===== src/rtl/rx_word_align_ctrl.sv =====
// rx_word_align_ctrl: comma-search word aligner with LOS/ACQ/SYNC link-sync state machine
module rx_word_align_ctrl #(
   parameter int COMMA_COUNT = 3,
   parameter int MAX_ERR     = 4,
   parameter int GOOD_RUN    = 4
) (
   input  logic       BitCLK_10,
   input  logic       Reset,
   input  logic [9:0] RxParallel_10,
   input  logic       EnAlign,
   output logic [9:0] RxAligned_10,
   output logic [3:0] AlignOffset,
   output logic       RxCommaDet,
   output logic       RxCodeErr,
   output logic       RxSync
);
   typedef enum logic [1:0] {LOS, ACQ, SYNC} state_t;
   state_t      state_q;
   logic [9:0]  prev_q;
   logic [9:0]  aligned_q;
   logic [3:0]  offset_q;
   logic        comma_det_q;
   logic        code_err_q;
   logic        sync_q;
   logic [2:0]  comma_cnt_q;
   logic [2:0]  err_cnt_q;
   logic [3:0]  run_cnt_q;
   logic [19:0] window;
   logic [19:0] shifted;
   logic [9:0]  comma_vec;
   logic [9:0]  lock_word;
   logic [3:0]  first_k;
   logic [3:0]  ones;
   logic        any_comma;
   logic        lock_comma;
   logic        mis_comma;
   logic        code_err;
   logic        bad_word;
   logic [2:0]  comma_cnt_inc;
   logic [2:0]  err_cnt_inc;
   logic [3:0]  run_cnt_inc;
   // Comma search over all ten offsets of the two-word window and decode of the locked word
   always_comb begin
      window = {prev_q, RxParallel_10};
      comma_vec = '0;
      for (int k = 0; k < 10; k++)
         comma_vec[k] = (window[19-k -: 7] == 7'b0011111) || (window[19-k -: 7] == 7'b1100000);
      first_k = 4'd0;
      for (int k = 9; k >= 0; k--)
         first_k = comma_vec[k] ? 4'(k) : first_k;
      any_comma = |comma_vec;
      shifted = window >> (5'd10 - {1'b0, offset_q});
      lock_word = shifted[9:0];
      lock_comma = comma_vec[offset_q];
      mis_comma = |(comma_vec & ~(10'd1 << offset_q));
      ones = 4'($countones(lock_word));
      code_err = (ones < 4'd4) || (ones > 4'd6);
      bad_word = code_err || mis_comma;
      comma_cnt_inc = comma_cnt_q + 3'd1;
      err_cnt_inc = err_cnt_q + 3'd1;
      run_cnt_inc = run_cnt_q + 4'd1;
   end
   // Sync state machine; the realigned word and its flags use the offset held before this edge
   always_ff @(posedge BitCLK_10) begin
      if (Reset) begin
         state_q     <= LOS;
         prev_q      <= '0;
         aligned_q   <= '0;
         offset_q    <= '0;
         comma_det_q <= 1'b0;
         code_err_q  <= 1'b0;
         sync_q      <= 1'b0;
         comma_cnt_q <= '0;
         err_cnt_q   <= '0;
         run_cnt_q   <= '0;
      end else begin
         prev_q      <= RxParallel_10;
         aligned_q   <= lock_word;
         comma_det_q <= lock_comma;
         code_err_q  <= code_err;
         case (state_q)
            LOS: begin
               if (EnAlign && any_comma) begin
                  offset_q    <= first_k;
                  comma_cnt_q <= 3'd1;
                  state_q     <= ACQ;
               end
            end
            ACQ: begin
               if (bad_word) begin
                  state_q <= LOS;
               end else if (lock_comma) begin
                  comma_cnt_q <= comma_cnt_inc;
                  if (comma_cnt_inc >= 3'(COMMA_COUNT)) begin
                     state_q   <= SYNC;
                     err_cnt_q <= '0;
                     run_cnt_q <= '0;
                     sync_q    <= 1'b1;
                  end
               end
            end
            SYNC: begin
               if (bad_word) begin
                  err_cnt_q <= err_cnt_inc;
                  run_cnt_q <= '0;
                  if (err_cnt_inc == 3'(MAX_ERR)) begin
                     state_q <= LOS;
                     sync_q  <= 1'b0;
                  end
               end else if (err_cnt_q != 3'd0 && run_cnt_inc == 4'(GOOD_RUN)) begin
                  err_cnt_q <= err_cnt_q - 3'd1;
                  run_cnt_q <= '0;
               end else begin
                  run_cnt_q <= (run_cnt_q == 4'(GOOD_RUN)) ? run_cnt_q : run_cnt_inc;
               end
            end
            default: begin
               state_q <= LOS;
               sync_q  <= 1'b0;
            end
         endcase
      end
   end
   assign RxAligned_10 = aligned_q;
   assign AlignOffset  = offset_q;
   assign RxCommaDet   = comma_det_q;
   assign RxCodeErr    = code_err_q;
   assign RxSync       = sync_q;
endmodule


===== config.mk =====
export PLATFORM = sky130hd
export DESIGN_NAME = rx_word_align_ctrl
export DESIGN_NICKNAME = d
export VERILOG_FILES = /design/src/rtl/rx_word_align_ctrl.sv
export SDC_FILE = /design/constraint.sdc
export NUM_CORES = 1
export LEC_CHECK = 0
export ABC_AREA = 1
export CORE_ASPECT_RATIO = 0.8
export CORE_MARGIN = 2
export CORE_UTILIZATION = 40
export CTS_BUF_LIST = sky130_fd_sc_hd__clkbuf_16
export CTS_CLUSTER_SIZE = 8
export DETAILED_ROUTE_END_ITERATION = 12
export MAX_ROUTING_LAYER = met4
export PLACE_DENSITY_LB_ADDON = 0.1
export SETUP_SLACK_MARGIN = 0.15
export SYNTH_ARGS = -nofsm -noshare
export SYNTH_HDL_FRONTEND = slang
export SYNTH_SLANG_ARGS = --single-unit
export TNS_END_PERCENT = 10

===== constraint.sdc =====
create_clock -name BitCLK_10 -period 9.7 [get_ports BitCLK_10]
set_clock_uncertainty 0.2 [all_clocks]
set_input_delay 2.425 -clock BitCLK_10 [delete_from_list [all_inputs] [get_ports BitCLK_10]]
set_output_delay 2.425 -clock BitCLK_10 [all_outputs]
set_load 0.02 [all_outputs]

==> metrics.cfg, run 1 <==
[timing]
holdWs_ps = 284.8
post-route-min-period_ps = 7746
final.setup.tns_ps = 0
hold_viol = 0
finalMaxSlewViolations = 0
setup_violations = 0
fmax_mhz = 129.1
rsz0062_at_grt = false
max_slew_margin_pct = 34.95
period_share_pct = 79.85
worst_pin_slew_ps = 972.5

[setup_path]
crit_buf_inv = 4
critPathMaxFanout = 10
arrival_ps = 7720
crit_type = input port to flip-flop
cp-end-kind = flip-flop
cp_top_family = adder cells
reg2reg_setup_slack_ps = 2930
timing.rr.start = AlignOffset[0]
crit_required_ps = 9680
cpMostUsedCell = fa_1
cp_slowest_stage_delay_ps = 500
crit_start = RxParallel_10[7]
slowest_stage = clkdlybuf4s50_1
startpoint_type = input port

[synth]
synth_compound_area_share_pct = 14.63
synth-adder-area-share_pct = 10.10
async_reset_ff_share_pct = 0
syn_inst = 563
yosysWarnings = 0
synth-xor-area-share_pct = 1.756
yosysUniqueCellTypes = 40
synth_edf_count = 0
synth-seq-area-share_pct = 22.82
ys_ff_latch = 39
synth_top_family_by_area = simple AND/OR/NAND/NOR gates
synth_flop_cell = dfxtp_1
syn-num-nets = 600
synth-simple-area-share_pct = 41.37
synthesis.area_um2 = 3421
synthMuxAreaShare_pct = 0.8778
synth.avg_cell_area_um2 = 6.076

[flow_run]
maxCapViolations = 0

[final_layout]
area_growth_pct = 16.02
final_cell_mix = nand2_1, nor2_1, inv_1
antenna_cells = 0
final_common_cell = nand2_1
layout.nets = 622
multi_input_area_um2 = 2351
ff_latch_area_um2 = 780.7
drive_gt1_share_pct = 7.167
nFillCells = 917

[power]
power.leakage_nw = 1.801
ir_drop_mv = 0.1108
p_per_area_nw_per_um2 = 252.6

[grt]
grt_usage_pct = 21.53
overflow = 0
grt_max_degree = 50
grt_pass1_wl_um = 15700
grt_antenna_before_repair = 0
grt_pass1_vias = 3168

[route]
drt_pass1_iterations = 5
routed_wl_um = 9357
viasPerCell = 5.097
drtIter0Drc = 257
drtAntennaViolNets = 0
wire_per_inst_um = 13.41
vias = 3558
drc = 0

[floorplan]
fp.dieH_um = 86.72
std_cell_rows = 30
design.die.area_um2 = 9312
fp.dieW_um = 107.4
floorplan.initialDensity_pct = 40.68
ios = 30
core-area_um2 = 8408

[clock_network]
clk_pin_slew_worst_paths_ps = 60
h-tree-depth = 2
clk_path_buf_depth = 2
clock_latency_ps = 280
postCtsHoldBufs = 0
cts_tree = done
cts_sinks = 39
post_cts_resized = 0
cts-root-buf = clkbuf_16
numCtsBuffers = 5
post_cts_buffers = 0

[hold_path]
hold_class = flip-flop to flip-flop
hold_start = RxSync

[placed_design]
hpwlAfterDp_um = 7328
portBuffers = 29
place_congestion = 0.9682

[outcome]
status = complete, no violations

[cells in the mapped netlist, types with 6 or more instances]
cell / count / area share [%]
o21ai_0: 43 / 6.3
clkbuf_1: 10 / 1.1
inv_1: 47 / 5.2
nand4_1: 7 / 1.3
nand3_1: 27 / 4.0
dfxtp_1: 39 / 23
ha_1: 18 / 6.6
o211ai_1: 9 / 2.0
a21oi_1: 22 / 3.2
inv_2: 10 / 1.1
fa_1: 6 / 3.5
nand2_1: 159 / 17
nor3_1: 9 / 1.3
nor2_1: 101 / 11
nand2_2: 7 / 1.3
[cells by family (layout without fill, tap and decap cells)]
group | Yosys count | count (layout)
AO/OA/AOI/OAI | 89 | 89
XOR/XNOR | 6 | 6
adder cells (fa/ha/maj) | 24 | 24
buffers and inverters | 75 | 98
flip-flops | 39 | 39
multiplexers | 3 | 3
AND/OR/NAND/NOR | 327 | 327
[layout make-up]
cell class                 count  share of cell area, %
clock buffer                   5                  3.153
clock inverter                 3                  1.103
inverter                      59                  5.612
multi-input combinational    449                  59.24
sequential                    39                  19.67
tap                          112                  3.531
timing repair buffer          31                  7.692
[path summary, 6_finish.rpt]
| path | end | depth (start not counted) |
|---|---|---|
| max reg2reg | err_cnt_q[2] | 25 |
| min | RxSync | 2 |
| min reg2reg | RxSync | 2 |
| max | err_cnt_q[2] | 25 |
[per-layer routing]
| metal | part of all wire (%) | global-route usage (%) |
|---|---|---|
| met1 | 56 | 33.78 |
| met2 | 39 | 28.88 |
| met3 | 4.8 | 2.481 |
| met4 | 0.84 | 5.012 |
| met5 | 0 | - |
[sequential cells by signal, summed over array words and instances (netlist names)]
register	cells
RxCommaDet	1
prev_q	10
RxAligned_10	10
run_cnt_q	4
err_cnt_q	3
RxCodeErr	1
comma_cnt_q	3
state_q	2
RxSync	1
AlignOffset	4
[through the flow]
stage               power (mW)  utilization [%]  cells  worst slack (ps)  instance area, um2
floorplan               0.6767                -    563              2873                3421
global placement        0.7954            45.19    690              1867                3800
detailed placement      0.8100            45.19    690              1683                3800
CTS                      1.003            47.20    698              1972                3969
global route             1.102            47.20    698              1479                3969
finish                   1.002            47.20    698              1954                3969
[worst min-delay path, delay by kind of cell (launching register included)]
family	cells	cell delay (ps)
AO/OA/AOI/OAI	1	40
AND/OR/NAND/NOR	1	80
flip-flops	1	330
[power by group]
part	internal [mW]	switching, mW	leakage, nW
registers	0.192	0.0251	0.321
logic	0.223	0.371	1.40
clock network	0.121	0.0699	0.0838
total	0.537	0.466	1.80
No activity file was read; power rests on OpenSTA's default activity.
==> run 2: changes to the inputs <==
- clock period: 9.7 -> 6.65 ns (I/O delays scaled with it)
==> run 2 against run 1 <==
Net effect: sequential power rose by 46%; final area is 18% higher; power rose by 87%; sequential cell count stayed put; die area did not move; largest cell class unchanged; highest routed layer unchanged; non-clock buffer count up 73; utilization is 8.5 points higher; wire length grew 17%.
==> metrics.cfg, run 2 (synthesis results as in run 1) <==
[outcome]
status = complete, no violations

[floorplan]
fp.dieW_um = 107.4  ; unchanged
fp.dieH_um = 86.72  ; unchanged
std_cell_rows = 30  ; unchanged
ios = 30  ; unchanged
design.die.area_um2 = 9312  ; unchanged
core-area_um2 = 8408  ; unchanged
floorplan.initialDensity_pct = 40.68  ; unchanged

[clock_network]
cts-root-buf = clkbuf_16
cts_sinks = 39  ; unchanged
clk_pin_slew_worst_paths_ps = 60  ; about the same
h-tree-depth = 2  ; unchanged
numCtsBuffers = 5  ; unchanged
cts_tree = done
clock_latency_ps = 280  ; about the same
clk_path_buf_depth = 2  ; unchanged

[setup_path]
startpoint_type = input port
cp-end-kind = flip-flop
reg2reg_depth = 38  ; +52%
cp_slowest_stage_delay_ps = 190  ; -310 ps
cpMostUsedCell = buf_4
slowest_stage = o211ai_1
arrival_ps = 6400  ; -1320 ps
crit_type = input port to flip-flop
crit_required_ps = 6670  ; -3010 ps
critPathMaxFanout = 4  ; -6

[final_layout]
antenna_cells = 0  ; unchanged
final_cell_mix = nand2_1, nor2_1, buf_4
final_common_cell = nand2_1
layout.nets = 696  ; +12%
drive_gt1_share_pct = 24.24  ; +17 points
area_growth_pct = 36.83

[route]
drtAntennaViolNets = 0  ; unchanged
routed_wl_um = 10920  ; +17%
drt_pass1_iterations = 4  ; -1
viasPerCell = 5.127  ; +0.58%
drtIter0Drc = 243  ; -5.4%
drc = 0  ; unchanged
wire_per_inst_um = 14.14  ; +5.5%
vias = 3958  ; +11%

[timing]
worst_pin_slew_ps = 770.3  ; -202.2 ps
holdWs_ps = 284.2  ; -0.5580 ps
post-route-min-period_ps = 6381
finalMaxSlewViolations = 0  ; unchanged
setup_violations = 0  ; unchanged
hold_viol = 0  ; unchanged
rsz0062_at_grt = false
max_slew_margin_pct = 48.30  ; +13 points
fmax_mhz = 156.7
worst_slack_ps = 268.7  ; -1686 ps
period_share_pct = 95.96

[grt]
grt_usage_pct = 24.21  ; +2.7 points
overflow = 0  ; unchanged
grt_pass1_vias = 3676  ; +16%
grt_max_degree = 49  ; -2.0%
grt_antenna_before_repair = 0  ; unchanged
grt_pass1_wl_um = 17540  ; +12%

[flow_run]
maxCapViolations = 0  ; unchanged

[power]
power.leakage_nw = 2.217  ; +23%
p_per_area_nw_per_um2 = 400.7  ; +59%
ir_drop_mv = 0.2087  ; +88%

[hold_path]
whs_path_depth = 2  ; unchanged
hold_class = flip-flop to flip-flop

[placed_design]
place_congestion = 0.9695  ; +0.13%
hpwlAfterDp_um = 7655  ; +4.5%
portBuffers = 29  ; unchanged
pre_cts_slack_ps = -529.2  ; -2212 ps

==> run 2: timing repair <==
action,CTS,global route
resized for setup,24,64
cloned,0,1
buffers inserted,37,5
hold buffers,0,0
endpoints found under the setup margin,13,14
pin swaps,12,27
==> run 2: path summary, 6_finish.rpt <==
check / slack, ps / endpoint / from
worst max-delay path: 270 / RxAligned_10[7] / RxParallel_10[8]
worst max register to register: 540 / RxAligned_10[7] / AlignOffset[0]
worst min-delay path: 280 / comma_cnt_q[2] / comma_cnt_q[2]
worst min register to register: 280 / comma_cnt_q[2] / comma_cnt_q[2]
==> run 2: where the power goes <==
group | total (mW) | switching [mW] | internal [mW]
Clock | 0.273 | 0.0980 | 0.175
Combinational | 1.29 | 0.692 | 0.594
Sequential | 0.316 | 0.0361 | 0.280
Total | 1.88 | 0.826 | 1.05
==> run 2: per-layer routing <==
metal  GRT usage [%]  share of wire [%]
met5               -                  0
met2           36.59                 43
met4           6.993                2.2
met3           3.759                6.1
met1           33.55                 48
==> run 2: metrics by stage <==
step	area, um2	cells	TNS (ps)	utilization [%]	total power, mW
after detailed placement	4033	721	-5954	47.96	1.242
after global routing	4681	772	0	55.67	2.026
after CTS	4499	766	0	53.51	1.683
after global placement	4033	721	-3745	47.96	1.219
final	4681	772	0	55.67	1.876
after floorplan	3421	563	0	-	0.9870
==> run 2: worst max-delay path, delay by kind of cell <==
family                 cells  cell delay [ps]
buffers and inverters     32             3920
AO/OA/AOI/OAI              3              380
AND/OR/NAND/NOR            4              440
==> run 2: final cells by class <==
type,count,area (um2)
clock buffers,5,125.1
flip-flops and latches,39,780.7
repair buffers,104,855.8
clock inverters,3,38.79
well taps,112,140.1
fillers,825,3727
inverters,59,227.7
multi-input cells,450,2512
==> run 3: changes to the inputs <==
- CORE_MARGIN: 2 -> default
- SKIP_CTS_REPAIR_TIMING: default -> 1
==> run 3 against run 2 <==
Net effect: power shrank 17%; global-route usage shrank 1.1 points; fmax grew 1.9%; highest routed layer unchanged; sequential power is essentially flat.
==> metrics.cfg, run 3 (synthesis results as in run 1) <==
[outcome]
status = complete, no violations

[floorplan]
fp.dieW_um = 105.4  ; -1.9%
floorplan.initialDensity_pct = 42.28  ; +1.6 points
core-area_um2 = 8092  ; -3.8%
std_cell_rows = 29  ; -3.3%
ios = 30  ; unchanged
fp.dieH_um = 84.72  ; -2.3%
design.die.area_um2 = 8928  ; -4.1%

[clock_network]
clk_pin_slew_worst_paths_ps = 60  ; about the same
cts-root-buf = clkbuf_16
numCtsBuffers = 5  ; unchanged
clock_latency_ps = 280  ; about the same
h-tree-depth = 2  ; unchanged
clk_path_buf_depth = 2  ; unchanged
cts_tree = done
cts_sinks = 39  ; unchanged

[route]
drt_pass1_iterations = 5  ; +1
drtIter0Drc = 210  ; -14%
vias = 3677  ; -7.1%
drc = 0  ; unchanged
viasPerCell = 5.023  ; -2.0%
routed_wl_um = 9549  ; -13%
drtAntennaViolNets = 0  ; unchanged
wire_per_inst_um = 13.05  ; -7.8%

[timing]
rsz0062_at_grt = false
post-route-min-period_ps = 6260  ; -121.8 ps
final.setup.tns_ps = 0  ; unchanged
fmax_mhz = 159.8  ; +1.9%
setup_violations = 0  ; unchanged
hold_viol = 0  ; unchanged
max_slew_margin_pct = 54.04  ; +5.7 points
worst_slack_ps = 390.5  ; +121.8 ps
period_share_pct = 94.13  ; -1.8 points
worst_pin_slew_ps = 684.8  ; -85.45 ps
finalMaxSlewViolations = 0  ; unchanged

[setup_path]
crit_buf_inv = 5  ; -84%
startpoint_type = input port
slowest_stage = fa_1
crit_required_ps = 6620  ; -50 ps
arrival_ps = 6230  ; -170 ps
cp_top_family = adder cells
cpMostUsedCell = fa_1
crit_type = input port to flip-flop
critPathMaxFanout = 4  ; unchanged
cp_slowest_stage_delay_ps = 620  ; +430 ps
cp-end-kind = flip-flop

[grt]
busiest_layer = met2
grt.met3_usage_pct = 2.873  ; -0.89 points
grt_antenna_before_repair = 0  ; unchanged
overflow = 0  ; unchanged
grtUsageMet1_pct = 33.49  ; -0.056 points
grt_max_degree = 44  ; -10%
grt_pass1_vias = 3438  ; -6.5%
use_met2_pct = 34.33  ; -2.3 points
grt_pass1_wl_um = 16160  ; -7.9%
grt_usage_pct = 23.11  ; -1.1 points

[final_layout]
final_common_cell = nand2_1
final_cell_mix = nand2_1, nor2_1, inv_1
ff_latch_area_um2 = 780.7  ; unchanged
antenna_cells = 0  ; unchanged
multi_input_area_um2 = 2416  ; -3.8%
area_growth_pct = 25.68
drive_gt1_share_pct = 16.19  ; -8.1 points
layout.nets = 661  ; -5.0%
nFillCells = 836  ; +1.3%
fin_util_pct = 53.13  ; -2.5 points

[power]
power.total_mw = 1.565  ; -17%
pwr-share-seq_pct = 20.2  ; +3.3 points
ir_drop_mv = 0.1584  ; -24%
comb_power_share_pct = 65.2  ; -3.4 points
internal-power_mw = 0.8547  ; -19%
power.leakage_nw = 2.044  ; -7.8%
p_per_area_nw_per_um2 = 364.1  ; -9.1%
clkPwrFrac_pct = 14.5  ; about the same
sw_frac_of_total_pct = 45.40  ; +1.4 points
p_sw_mw = 0.7106  ; -14%

[placed_design]
portBuffers = 29  ; unchanged
place_congestion = 0.9161  ; -5.5%
hpwlAfterDp_um = 7517  ; -1.8%
pre_cts_slack_ps = -468.5  ; +60.71 ps

[flow_run]
maxCapViolations = 0  ; unchanged

[hold_path]
hold_class = flip-flop to flip-flop

-- run 3: cell types whose count changed in the layout (fill, tap and decap cells not counted), sizes merged --
cell | before | now
nand3 | 30 | 29
clkdlybuf4s50 | 20 | 21
clkinv | 3 | 4
dlymetal6s2s | 5 | 7
bufinv | 1 | 0
clkinvlp | 1 | 0
buf | 76 | 41
clkbuf | 8 | 6
-- run 3: area by class of cell --
| cell class | instances | share of cell area (%) |
|---|---|---|
| Clock buffer | 5 | 2.910 |
| Clock inverter | 2 | 0.2037 |
| Inverter | 59 | 5.180 |
| Multi-Input combinational cell | 449 | 56.20 |
| Sequential cell | 39 | 18.16 |
| Tap cell | 108 | 3.143 |
| Timing Repair Buffer | 70 | 14.20 |
-- run 3: worst min-delay path, cell delays in order (launching register included) --
cell and delay (ps):
dfxtp_1 330, a21oi_1 40, nor2_1 80
-- run 3: per-layer routing --
| metal | wire, um | share of wire, % |
|---|---|---|
| met2 | 3934 | 41 |
| met1 | 5115 | 54 |
| met3 | 445 | 4.7 |
| met4 | 53 | 0.56 |
| met5 | 0 | 0 |
-- run 3: worst paths after layout --
path / startpoint / endpoint / slack [ps] / depth (start not counted)
setup / recovery: RxParallel_10[7] / run_cnt_q[2] / 390 / 28
hold / removal: RxSync / RxSync / 290 / 2
setup reg to reg: AlignOffset[0] / run_cnt_q[2] / 510 / 29
hold reg to reg: RxSync / RxSync / 290 / 2
-- run 3: stage by stage --
stage	cell area (um2)	instances	hold WS, ps
after floorplan	3421	563	253.4
after global placement	4058	721	267.3
after detailed placement	4058	721	273.4
after CTS	4192	728	288.1
after global routing	4299	732	310.5
final	4299	732	287.1
-- run 3: power by group through the flow --
stage / sequential (mW) / combinational [mW] / clock (mW)
global route: 0.322 / 1.16 / 0.243
detailed placement: 0.322 / 0.960 / 0
global placement: 0.320 / 0.936 / 0
CTS: 0.317 / 0.966 / 0.234
finish: 0.317 / 1.02 / 0.227
floorplan: 0.335 / 0.652 / 0
